### src/rtl/truth_table_scanner_if.sv
// Handshake and data bundle between the truth-table scanner and the testbench driving it.
// The scanner takes the slave side.
interface truth_table_scanner_if #(
  parameter int N = 3
) ();
  logic                  start;
  logic [(1 << N) - 1:0] expected;
  logic [N - 1:0]        vec_out;
  logic                  dut_in;
  logic                  busy;
  logic                  done;
  logic                  pass;
  logic [(1 << N) - 1:0] captured;
  logic [N:0]            fail_count;
  logic [N - 1:0]        first_fail;

  modport master (
    output start, expected, dut_in,
    input  vec_out, busy, done, pass, captured, fail_count, first_fail
  );

  modport slave (
    input  start, expected, dut_in,
    output vec_out, busy, done, pass, captured, fail_count, first_fail
  );
endinterface

### src/rtl/truth_table_scanner.sv
// Sweeps every input vector of an N-input boolean function. It captures the responses
// into a minterm mask and compares that mask against an expected mask latched at start.
module truth_table_scanner #(
  parameter int N      = 3,
  parameter int SETTLE = 1
) (
  input logic                    clk,
  input logic                    rst_n,
  truth_table_scanner_if.slave   bus
);
  localparam int M  = 1 << N;
  localparam int CW = (SETTLE > 1) ? $clog2(SETTLE) : 1;

  localparam logic [1:0] IDLE = 2'd0;
  localparam logic [1:0] SCAN = 2'd1;
  localparam logic [1:0] DONE = 2'd2;

  logic [1:0]    state;
  logic [N-1:0]  vec;
  logic [CW-1:0] cnt;
  logic [M-1:0]  exp_latch;
  logic [M-1:0]  captured;
  logic [N:0]    fail_count;
  logic [N-1:0]  first_fail;
  logic          pass;

  logic          sample;
  logic          mismatch;
  logic          last;
  logic [N:0]    fail_next;

  // The final sample feeds pass through fail_next, so pass is valid in the same cycle as done.
  always_comb begin
    sample    = (state == SCAN) && (cnt == CW'(SETTLE - 1));
    mismatch  = (bus.dut_in != exp_latch[vec]);
    last      = (vec == {N{1'b1}});
    fail_next = fail_count + {{N{1'b0}}, mismatch};
  end

  assign bus.vec_out    = (state == SCAN) ? vec : '0;
  assign bus.busy       = (state == SCAN);
  assign bus.done       = (state == DONE);
  assign bus.pass       = pass;
  assign bus.captured   = captured;
  assign bus.fail_count = fail_count;
  assign bus.first_fail = first_fail;

  always_ff @(posedge clk or negedge rst_n) begin
    if (!rst_n) begin
      state      <= IDLE;
      vec        <= '0;
      cnt        <= '0;
      exp_latch  <= '0;
      captured   <= '0;
      fail_count <= '0;
      first_fail <= '0;
      pass       <= 1'b0;
    end else begin
      case (state)
        IDLE: begin
          if (bus.start) begin
            exp_latch  <= bus.expected;
            captured   <= '0;
            fail_count <= '0;
            first_fail <= '0;
            pass       <= 1'b0;
            vec        <= '0;
            cnt        <= '0;
            state      <= SCAN;
          end
        end
        SCAN: begin
          if (sample) begin
            captured[vec] <= bus.dut_in;
            fail_count    <= fail_next;
            if (mismatch && (fail_count == '0))
              first_fail <= vec;
            cnt <= '0;
            if (last) begin
              pass  <= (fail_next == '0);
              state <= DONE;
            end else begin
              vec <= vec + N'(1);
            end
          end else begin
            cnt <= cnt + CW'(1);
          end
        end
        DONE: state <= IDLE;
        default: state <= IDLE;
      endcase
    end
  end
endmodule

### src/flat_wrapper.sv
// flat-port wrapper written by rule: the top's interface ports become plain ports
module truth_table_scanner_flat 
#(
  parameter int N      = 3,
  parameter int SETTLE = 1
)
  (clk, rst_n, bus_start, bus_expected, bus_dut_in, bus_vec_out, bus_busy, bus_done, bus_pass, bus_captured, bus_fail_count, bus_first_fail);
  truth_table_scanner_if #(.N(N)) bus_i ();
  input logic clk;
  input logic rst_n;
  input wire logic [$bits(bus_i.start)-1:0] bus_start;
  input wire logic [$bits(bus_i.expected)-1:0] bus_expected;
  input wire logic [$bits(bus_i.dut_in)-1:0] bus_dut_in;
  output wire logic [$bits(bus_i.vec_out)-1:0] bus_vec_out;
  output wire logic [$bits(bus_i.busy)-1:0] bus_busy;
  output wire logic [$bits(bus_i.done)-1:0] bus_done;
  output wire logic [$bits(bus_i.pass)-1:0] bus_pass;
  output wire logic [$bits(bus_i.captured)-1:0] bus_captured;
  output wire logic [$bits(bus_i.fail_count)-1:0] bus_fail_count;
  output wire logic [$bits(bus_i.first_fail)-1:0] bus_first_fail;
  assign bus_i.start = bus_start;
  assign bus_i.expected = bus_expected;
  assign bus_i.dut_in = bus_dut_in;
  assign bus_vec_out = bus_i.vec_out;
  assign bus_busy = bus_i.busy;
  assign bus_done = bus_i.done;
  assign bus_pass = bus_i.pass;
  assign bus_captured = bus_i.captured;
  assign bus_fail_count = bus_i.fail_count;
  assign bus_first_fail = bus_i.first_fail;
  truth_table_scanner #(.N(N), .SETTLE(SETTLE)) u_core (.clk(clk), .rst_n(rst_n), .bus(bus_i));
endmodule
### config.mk
export PLATFORM = sky130hd
export DESIGN_NAME = truth_table_scanner_flat
export DESIGN_NICKNAME = d
export VERILOG_FILES = /design/src/rtl/truth_table_scanner_if.sv /design/src/rtl/truth_table_scanner.sv /design/src/flat_wrapper.sv
export SDC_FILE = /design/constraint.sdc
export NUM_CORES = 1
export LEC_CHECK = 0
export CAP_MARGIN = 0
export CORE_MARGIN = 2
export CORE_UTILIZATION = 45
export CTS_CLUSTER_SIZE = 30
export DETAILED_ROUTE_END_ITERATION = 8
export PLACE_DENSITY = 0.7
export SETUP_SLACK_MARGIN = 0.4
export SYNTH_ARGS = -nofsm -noshare
export SYNTH_HDL_FRONTEND = slang
export SYNTH_SLANG_ARGS = --single-unit
### constraint.sdc
create_clock -name clk -period 5.6 [get_ports clk]
set_clock_uncertainty 0.2 [all_clocks]
set_input_delay 0.56 -clock clk [delete_from_list [all_inputs] [get_ports clk]]
set_output_delay 0.56 -clock clk [all_outputs]
set_load 0.02 [all_outputs]
# Word level (Yosys, flattened, before mapping)
# Cells that the tools add are included.
[op_classes]
n_addsub = 3
multipliers = 0
n_div = 0
magnitude_cmp = 2
eq_ne = 9
shifts = 0
n_mux = 29
bitwise = 1
n_reduce_logical = 14
[op_table]
columns = ["op", "count"]
rows = [
  ["3-bit two-way mux", 6],
  ["8-bit two-way mux", 2],
  ["8-bit one-hot mux with 2 select lines", 1],
  ["3-bit one-hot mux with 2 select lines", 2],
  ["4-bit AND reduction", 3],
  ["8-bit bitwise mux", 1],
  ["4-bit logical NOT", 2],
  ["4-bit two-way mux", 2],
  ["4-bit one-hot mux with 2 select lines", 1],
  ["1-bit two-way mux", 6],
  ["2-bit two-way mux", 3],
  ["2-bit by 1-bit != test with 1-bit output, second input constant", 3],
  ["3-bit AND reduction", 2],
  ["4-bit by 1-bit adder with 4-bit output", 1],
  ["3-bit by 4-bit < comparator with 1-bit output, second input constant", 1],
  ["2-bit != test, second input constant", 2],
  ["1-bit one-hot mux with 2 select lines", 2],
  ["2-bit one-hot mux with 2 select lines", 1],
  ["2-bit AND reduction", 2],
  ["3-bit by 1-bit adder with 3-bit output, second input constant", 1],
  ["1-bit binary-select mux with 3-bit select", 1],
  ["1-bit demux with 3-bit select", 1],
  ["3-bit == test, second input constant", 1],
  ["3-bit by 1-bit greater-or-equal comparator with 1-bit output, second input constant", 1],
  ["8 further kinds", 10],
]
[word_totals]
regBits = 30
latchBits = 0
ramBits = 0
romBits = 0
in_bits = 12
out_inout_bits = 21
word_cells = 66
mem_count = 0

# Depth between registers and ports, before layout
# Gate-level depths: netlist of the first run.
[logic_depth]
ltp_word = 8
ltp_mapped = 10

# Worst setup path after synthesis of the first run
# No wires, ideal clock.
[synth_timing]
path_kind = "reg-to-reg"
start = "register u_core.vec[1]"
end = "register u_core.pass, in the netlist u_core.bus.pass"
setup_ns = 0.076
t_arrival_ns = 2.148
t_required_ns = 5.324
setup_slack_ns = 3.176
path_stages_with_launch = 11
path_buffers = 1
synth_period_minus_slack_ns = 2.424
cell_sequence = "dfrtp_1 buf_6 mux4_2 mux2i_4 xnor2_1 ha_1 ha_1 xor2_1 nor3_1 nand3_1 o21ai_1"
[synth_between]
elab_chain_len = 8
elab_cells_between_ends = 11
[synth_rtl]
columns = ["element", "line_no", "source"]
rows = [
  ["from (decl)", "truth_table_scanner.sv:19", "logic [N-1:0] vec;"],
  ["from (signal assigned)", "truth_table_scanner.sv:83", "vec <= vec + N'(1);"],
  ["1-bit binary-select mux with 3-bit select", "truth_table_scanner.sv:35", "mismatch = (bus.dut_in != exp_latch[vec]);"],
  ["1-bit two-way mux (implied by the code)", "truth_table_scanner.sv:35", ""],
  ["1-bit != test", "truth_table_scanner.sv:35", ""],
  ["4-bit by 1-bit adder with 4-bit output", "truth_table_scanner.sv:37", "fail_next = fail_count + {{N{1'b0}}, mismatch};"],
  ["4-bit logical NOT", "truth_table_scanner.sv:80", "pass <= (fail_next == '0);"],
  ["1-bit two-way mux", "truth_table_scanner.sv:79", "if (last) begin"],
  ["1-bit two-way mux", "truth_table_scanner.sv:73", "if (sample) begin"],
  ["1-bit one-hot mux with 2 select lines", "truth_table_scanner.sv:59", "case (state)"],
  ["to (signal assigned)", "truth_table_scanner.sv:80", ""],
  ["to (decl)", "truth_table_scanner.sv:25", "logic pass;"],
]
# Several ways; a longest one is shown, not always the timed one. The select of a mux whose other input is x is not followed.
# A chain may end at the register's enable or synchronous reset.

# Final worst setup path of the first run
[layout_timing]
start = "register u_core.state[0]"
end = "output port bus_vec_out[2]"
[layout_between]
elab_chain_len = 2
[layout_rtl]
columns = ["element", "line_no", "source"]
rows = [
  ["from (decl)", "truth_table_scanner.sv:18", "logic [1:0] state;"],
  ["from (signal assigned)", "truth_table_scanner.sv:50", "state <= IDLE;"],
  ["from (signal assigned)", "truth_table_scanner.sv:69", "state <= SCAN;"],
  ["from (signal assigned)", "truth_table_scanner.sv:81", "state <= DONE;"],
  ["2-bit by 1-bit == test with 1-bit output", "truth_table_scanner.sv:40", "assign bus.vec_out = (state == SCAN) ? vec : '0;"],
  ["3-bit two-way mux", "truth_table_scanner.sv:40", ""],
  ["to (decl)", "flat_wrapper.sv:14", "output wire logic [$bits(bus_i.vec_out)-1:0] bus_vec_out;"],
]
# Every way passes these cells.

==> impl_metrics.yaml, run 1 <==
critical_path:
  path_cells: "inv_1 > nor2_1 > nand2_1 > inv_1 > clkdlybuf4s50_1"
  cpMaxStageDelayCell: "clkdlybuf4s50_1"
  critPathMostFrequentCell: "inv_1"
  setup.worst_path.start: "u_core.state[0]"
  worstPathArrival_ns: 2.19
  cp.required_ns: 4.84
  crit_type: "reg2out"
  worst-path-buf-inv: 3
  r2r-start: "u_core.vec[1]"
  critPathCaptureType: "primary output"
  cpPeakStageDelay_ns: 0.59
  cp_max_fo: 9
  cp-start-kind: "register"
  crit_family: "buffers and inverters"
timing:
  slew_headroom_pct: 52.7
  tightest_slew_ns: 0.707
  tns_ns: 0
  finalMaxSlewViolations: 0
  rsz0062_at_grt: "no"
  fmax_mhz: 339
  finalCriticalPeriod_ns: 2.95
  setup_violations: 0
  post-route-period-util_pct: 52.6
  whs_ns: 0.285
  hold_violations: 0
run_status:
  status: "finished, final reports clean"
place:
  place_area_um2: 1890
  dp_hpwl_um: 2360
  port_buffers: 32
  routabilityCongestion: 0.819
logic_synthesis:
  ys.flop_type: "dfrtp_1"
  synthArstFlopShare_pct: 100
  ys_seq_area_share_pct: 48.8
  ys_types: 36
  synthDominantCellAreaShare_pct: 48.8
  syn_area_um2: 1540
  ys_ff_latch: 30
  ys_warn_count: 0
  synth.most_common_cell: "nand2_1"
  synth_edf_count: 0
  syn_inst: 155
  synth_top_area_cell: "dfrtp_1"
  syn-num-nets: 171
  post_synth_main_area_contributors: "dfrtp_1, nand2_1, mux2i_1"
  postSynthAreaPerCell_um2: 9.93
  netlist_top_cells_count: "nand2_1, dfrtp_1, o21ai_0"
detailed_routing:
  drt_wl_total_um: 3200
  firstDrtPassIters: 4
  via_per_inst: 5.23
  drc: 0
  drt_iter0_drc: 65
  vias: 1219
  antenna_left: 0
  wl_per_cell_um: 13.7
die:
  dieArea_um2: 3900
  io_pins: 33
  initial_core_util_pct: 46.5
  core_area_um2: 3310
  die_w_um: 62.5
  row_count: 21
  die_h_um: 62.5
global_route:
  grt.total_usage_pct: 18.7
  grt_pass1_vias: 1275
  overflow: 0
  grt_max_degree: 31
  grt_pass1_wl_um: 5730
  antenna_found_initial: 0
pwr:
  peakVddDrop_uv: 275
  powerDensity_nw_per_um2: 582
  p_leak_uw: 0.000885
layout:
  nets: 204
  syn_to_final_growth_pct: 26.1
  n_antenna_cell: 0
  drive_above_1_share_pct: 7.49
  post-route-cell-area_um2: 1940
clock_tree:
  clockBufferDepth: 2
  clk_latency_ns: 0.31
  post_cts_resize_count: 0
  postCtsSetupBuffers: 0
  numClockSinks: 30
  cts-htree-levels: 2
  holdBufCountCts: 0
  cts_buffers: 5
  clk_pin_slew_ns: 0.09
  cts_tree: "built"
  clock_tree.root_cell: "clkbuf_4"
job:
  drv_cap: 0
min_path:
  hold_start: "u_core.exp_latch[6]"
  hold_path_class: "reg2reg"
==> report_power, final <==
part / switching, µW / internal [µW] / total [µW]
Clock: 65.7 / 56.5 / 122
Sequential: 96.5 / 306 / 403
Combinational: 301 / 304 / 605
==> layout by cell type, fill, tap and decap left out, drive strengths merged <==
cell type	instances
nor2b	2
mux2	1
nor4	2
nor4b	2
nor2	6
a22o	5
o21ba	1
dfrtp	30
nand2b	3
nand3	3
nand4b	1
o31ai	2
a31oi	4
clkdlybuf4s50	32
mux2i	8
ha	4
o21bai	1
and2	1
o21ai	13
xnor2	2
buf	1
nor3	2
nand4	1
a21o	2
xor2	1
o21a	4
inv	6
or2	2
mux4	2
nand2	36
nor3b	1
clkbuf	6
==> stage by stage <==
stage	power [µW]	worst slack, ns	utilization, %	cells
final	1130	2.65	58.6	233
after floorplan	809	3.18	-	155
after global placement	994	2.96	57.1	227
after detailed placement	1010	2.83	57.1	227
after global routing	1230	2.40	58.6	233
after CTS	1140	2.64	58.6	233
==> layer usage <==
layer / vias to the layer above / routed length, µm / global-route usage, % / part of all wire, %
li1: 601 / - / - / -
met2: 41 / 1500 / 30.8 / 47
met1: 575 / 1480 / 23.7 / 46
met3: 2 / 197 / 5.77 / 6.2
met4: 0 / 21 / 5.83 / 0.66
met5: - / 0 / 0 / 0
==> final cells by class <==
class                   count  area [µm²]
flip-flops and latches     30         751
clock buffers               6        51.3
repair buffers             33         328
well taps                  46        57.6
multi-input cells         112         731
inverters                   6        22.5
fillers                   319        1370
==> worst register-to-register path, cell delays in order (launching register included) <==
cell and delay (ns):
dfrtp_1 0.59, mux4_1 0.66, mux2i_4 0.19, xnor2_1 0.09
ha_1 0.21, ha_1 0.21, xor2_1 0.16, nor3_1 0.15
nand3_1 0.10, o21ai_1 0.16
==> logic make-up after synthesis <==
| group | Yosys count | synth area share (%) |
|---|---|---|
| flops | 30 | 48.8 |
| simple gates | 62 | 18.9 |
| buf+inv | 13 | 3.74 |
| compound gates | 32 | 13.7 |
| mux | 11 | 9.92 |
| xor+xnor | 3 | 1.71 |
| fa+ha+maj | 4 | 3.25 |
==> flip-flops by register name (all words and copies together) (netlist names) <==
| register | cells |
|---|---|
| u_core.state | 2 |
| u_core.bus.first_fail | 3 |
| u_core.bus.captured | 8 |
| u_core.bus.pass | 1 |
| u_core.exp_latch | 8 |
| u_core.vec | 3 |
| u_core.cnt | 1 |
| u_core.bus.fail_count | 4 |
==> path summary, 6_finish.rpt <==
path                                             to  slack, ns  cells after the start
min                             u_core.exp_latch[6]       0.29                      2
min reg2reg                     u_core.exp_latch[6]       0.29                      2
min in group asynchronous  u_core.bus.fail_count[3]       0.42                      2
max                                  bus_vec_out[2]       2.65                      5
max in group asynchronous  u_core.bus.first_fail[1]       4.50                      2
max reg2reg                         u_core.bus.pass       2.81                      9
Note: power is estimated with default switching activity, not from simulation.
==> run 2: changes to the inputs <==
- PLACE_DENSITY: 0.7 -> 0.73
- clock period: 5.6 -> 2.7 ns (I/O delays scaled with it)
==> impl_metrics.yaml, run 2 (synthesized netlist as in run 1, its figures left out) <==
layout:
  syn_to_final_growth_pct: 32.6
  nets: 208
  final_core_util_pct: 61.6
  drive_above_1_share_pct: 15.0
  final_common_cell: "nand2_1"
  n_antenna_cell: 0
  mostFrequentLayoutCells: "nand2_1, clkdlybuf4s50_1, dfrtp_1"
  top_regs: "u_core.bus.captured (8), u_core.exp_latch (8), u_core.bus.fail_count (4)"
clock_tree:
  cts-htree-levels: 2
  holdBufCountCts: 0
  clockBufferDepth: 2
  clk_latency_ns: 0.33
  cts_tree: "built"
  cts_buffers: 5
  clock_tree.root_cell: "clkbuf_4"
  numClockSinks: 30
  clk_pin_slew_ns: 0.10
die:
  io_pins: 33
  die_h_um: 62.5
  initial_core_util_pct: 46.5
  core_area_um2: 3310
  dieArea_um2: 3900
  row_count: 21
  die_w_um: 62.5
detailed_routing:
  via_per_inst: 5.24
  firstDrtPassIters: 4
  antenna_left: 0
  vias: 1252
  wl_per_cell_um: 14.1
  drt_wl_total_um: 3380
  drt_iter0_drc: 49
  drc: 0
job:
  drv_cap: 0
global_route:
  grt_max_degree: 31
  grt_pass1_wl_um: 6040
  antenna_found_initial: 0
  overflow: 0
  grt.total_usage_pct: 19.6
  grt_pass1_vias: 1289
timing:
  finalCriticalPeriod_ns: 2.42
  tightest_slew_ns: 0.685
  hold_violations: 0
  setup_violations: 0
  whs_ns: 0.108
  tns_ns: 0
  slew_headroom_pct: 54.2
  rsz0062_at_grt: "yes"
  fmax_mhz: 413
  finalMaxSlewViolations: 0
  post-route-period-util_pct: 89.8
place:
  routabilityCongestion: 0.860
  port_buffers: 32
  dp_hpwl_um: 2480
critical_path:
  crit_family: "multiplexers"
  r2r_slack_ns: 0.28
  reg2reg_to: "u_core.bus.pass"
  setup.worst_path.start: "u_core.vec[1]"
  r2r-start: "u_core.vec[1]"
  cp-start-kind: "register"
  worst-path-buf-inv: 0
  reg2reg_depth: 9
  cpMaxStageDelayCell: "mux4_2"
  crit_cells: 9
  cp.required_ns: 2.77
  path_cells: "mux4_2 > mux2i_4 > xnor2_2 > ha_2 > ha_4 > xor2_1 > nor3_2 > nand3_1 > o21ai_1"
  worstPathArrival_ns: 2.49
  crit_path_end: "u_core.bus.pass"
  crit_type: "reg2reg"
  critPathCaptureType: "register"
  cp_max_fo: 3
  cpPeakStageDelay_ns: 0.55
min_path:
  hold_path_class: "in2async"
pwr:
  powerDensity_nw_per_um2: 1270
  p_leak_uw: 0.000918
  peakVddDrop_uv: 646
run_status:
  status: "finished, final reports clean"
run 2: changes by cell type in the layout (fill, tap and decap cells not counted), sizes merged:
cell    delta
buf        +4
clkbuf     +2
run 2: worst min-delay path by stage:
| stage | from | end | slack, ns | depth (start not counted) |
|---|---|---|---|---|
| after floorplan | rst_n | u_core.bus.captured[0] | -0.23 | 0 |
| final | rst_n | u_core.bus.fail_count[2] | 0.11 | 2 |
| after CTS | rst_n | u_core.bus.fail_count[2] | 0.11 | 2 |
| after detailed placement | u_core.exp_latch[0] | u_core.exp_latch[0] | 0.26 | 2 |
| after global placement | u_core.exp_latch[3] | u_core.exp_latch[3] | 0.26 | 2 |
| after global routing | rst_n | u_core.bus.fail_count[2] | 0.13 | 2 |
run 2: area by class of cell:
cell class | instances | area (µm²)
multi-input combinational | 112 | 773
inverter | 6 | 22.5
fill | 294 | 1270
timing repair buffer | 37 | 358
sequential | 30 | 751
tap | 46 | 57.6
clock buffer | 8 | 78.8
run 2: report_power, final:
part,switching (µW),internal (µW)
logic,725,736
clock network,160,178
registers,164,635
total,1050,1550
run 2: repair_timing:
item | in CTS | in global routing
gates resized for setup | 4 | 3
setup buffers | 1 | 0
setup endpoints to repair | 7 | 10
cloned | 0 | 0
pin swaps | 0 | 1
run 2: worst reg2reg max path: stages, from the launching register on:
cell and delay (ns):
dfrtp_1 0.41, mux4_2 0.55, mux2i_4 0.19, xnor2_2 0.09, ha_2 0.21, ha_4 0.16
xor2_1 0.16, nor3_2 0.16, nand3_1 0.09, o21ai_1 0.13
run 2: stage by stage:
step	worst slack, ns	total power (µW)	instances	cell area (µm²)
after floorplan	0.304	1720	155	1560
after global placement	0.282	2150	230	1930
after detailed placement	0.225	2190	230	1930
after CTS	0.294	2570	239	2020
after global routing	0.154	2800	239	2040
final	0.276	2600	239	2040
run 2: per-layer routing:
| layer | GRT usage [%] | wire [µm] |
|---|---|---|
| met4 | 7.50 | 68 |
| met1 | 23.6 | 1530 |
| met3 | 6.49 | 159 |
| met2 | 32.7 | 1630 |
| met5 | 0 | 0 |
==> run 3: changes to the inputs <==
- CTS_BUF_LIST: default -> sky130_fd_sc_hd__clkbuf_4 sky130_fd_sc_hd__clkbuf_8
==> results of run 3 <==
Final layout, timing and power as in run 2 (identical DEF).
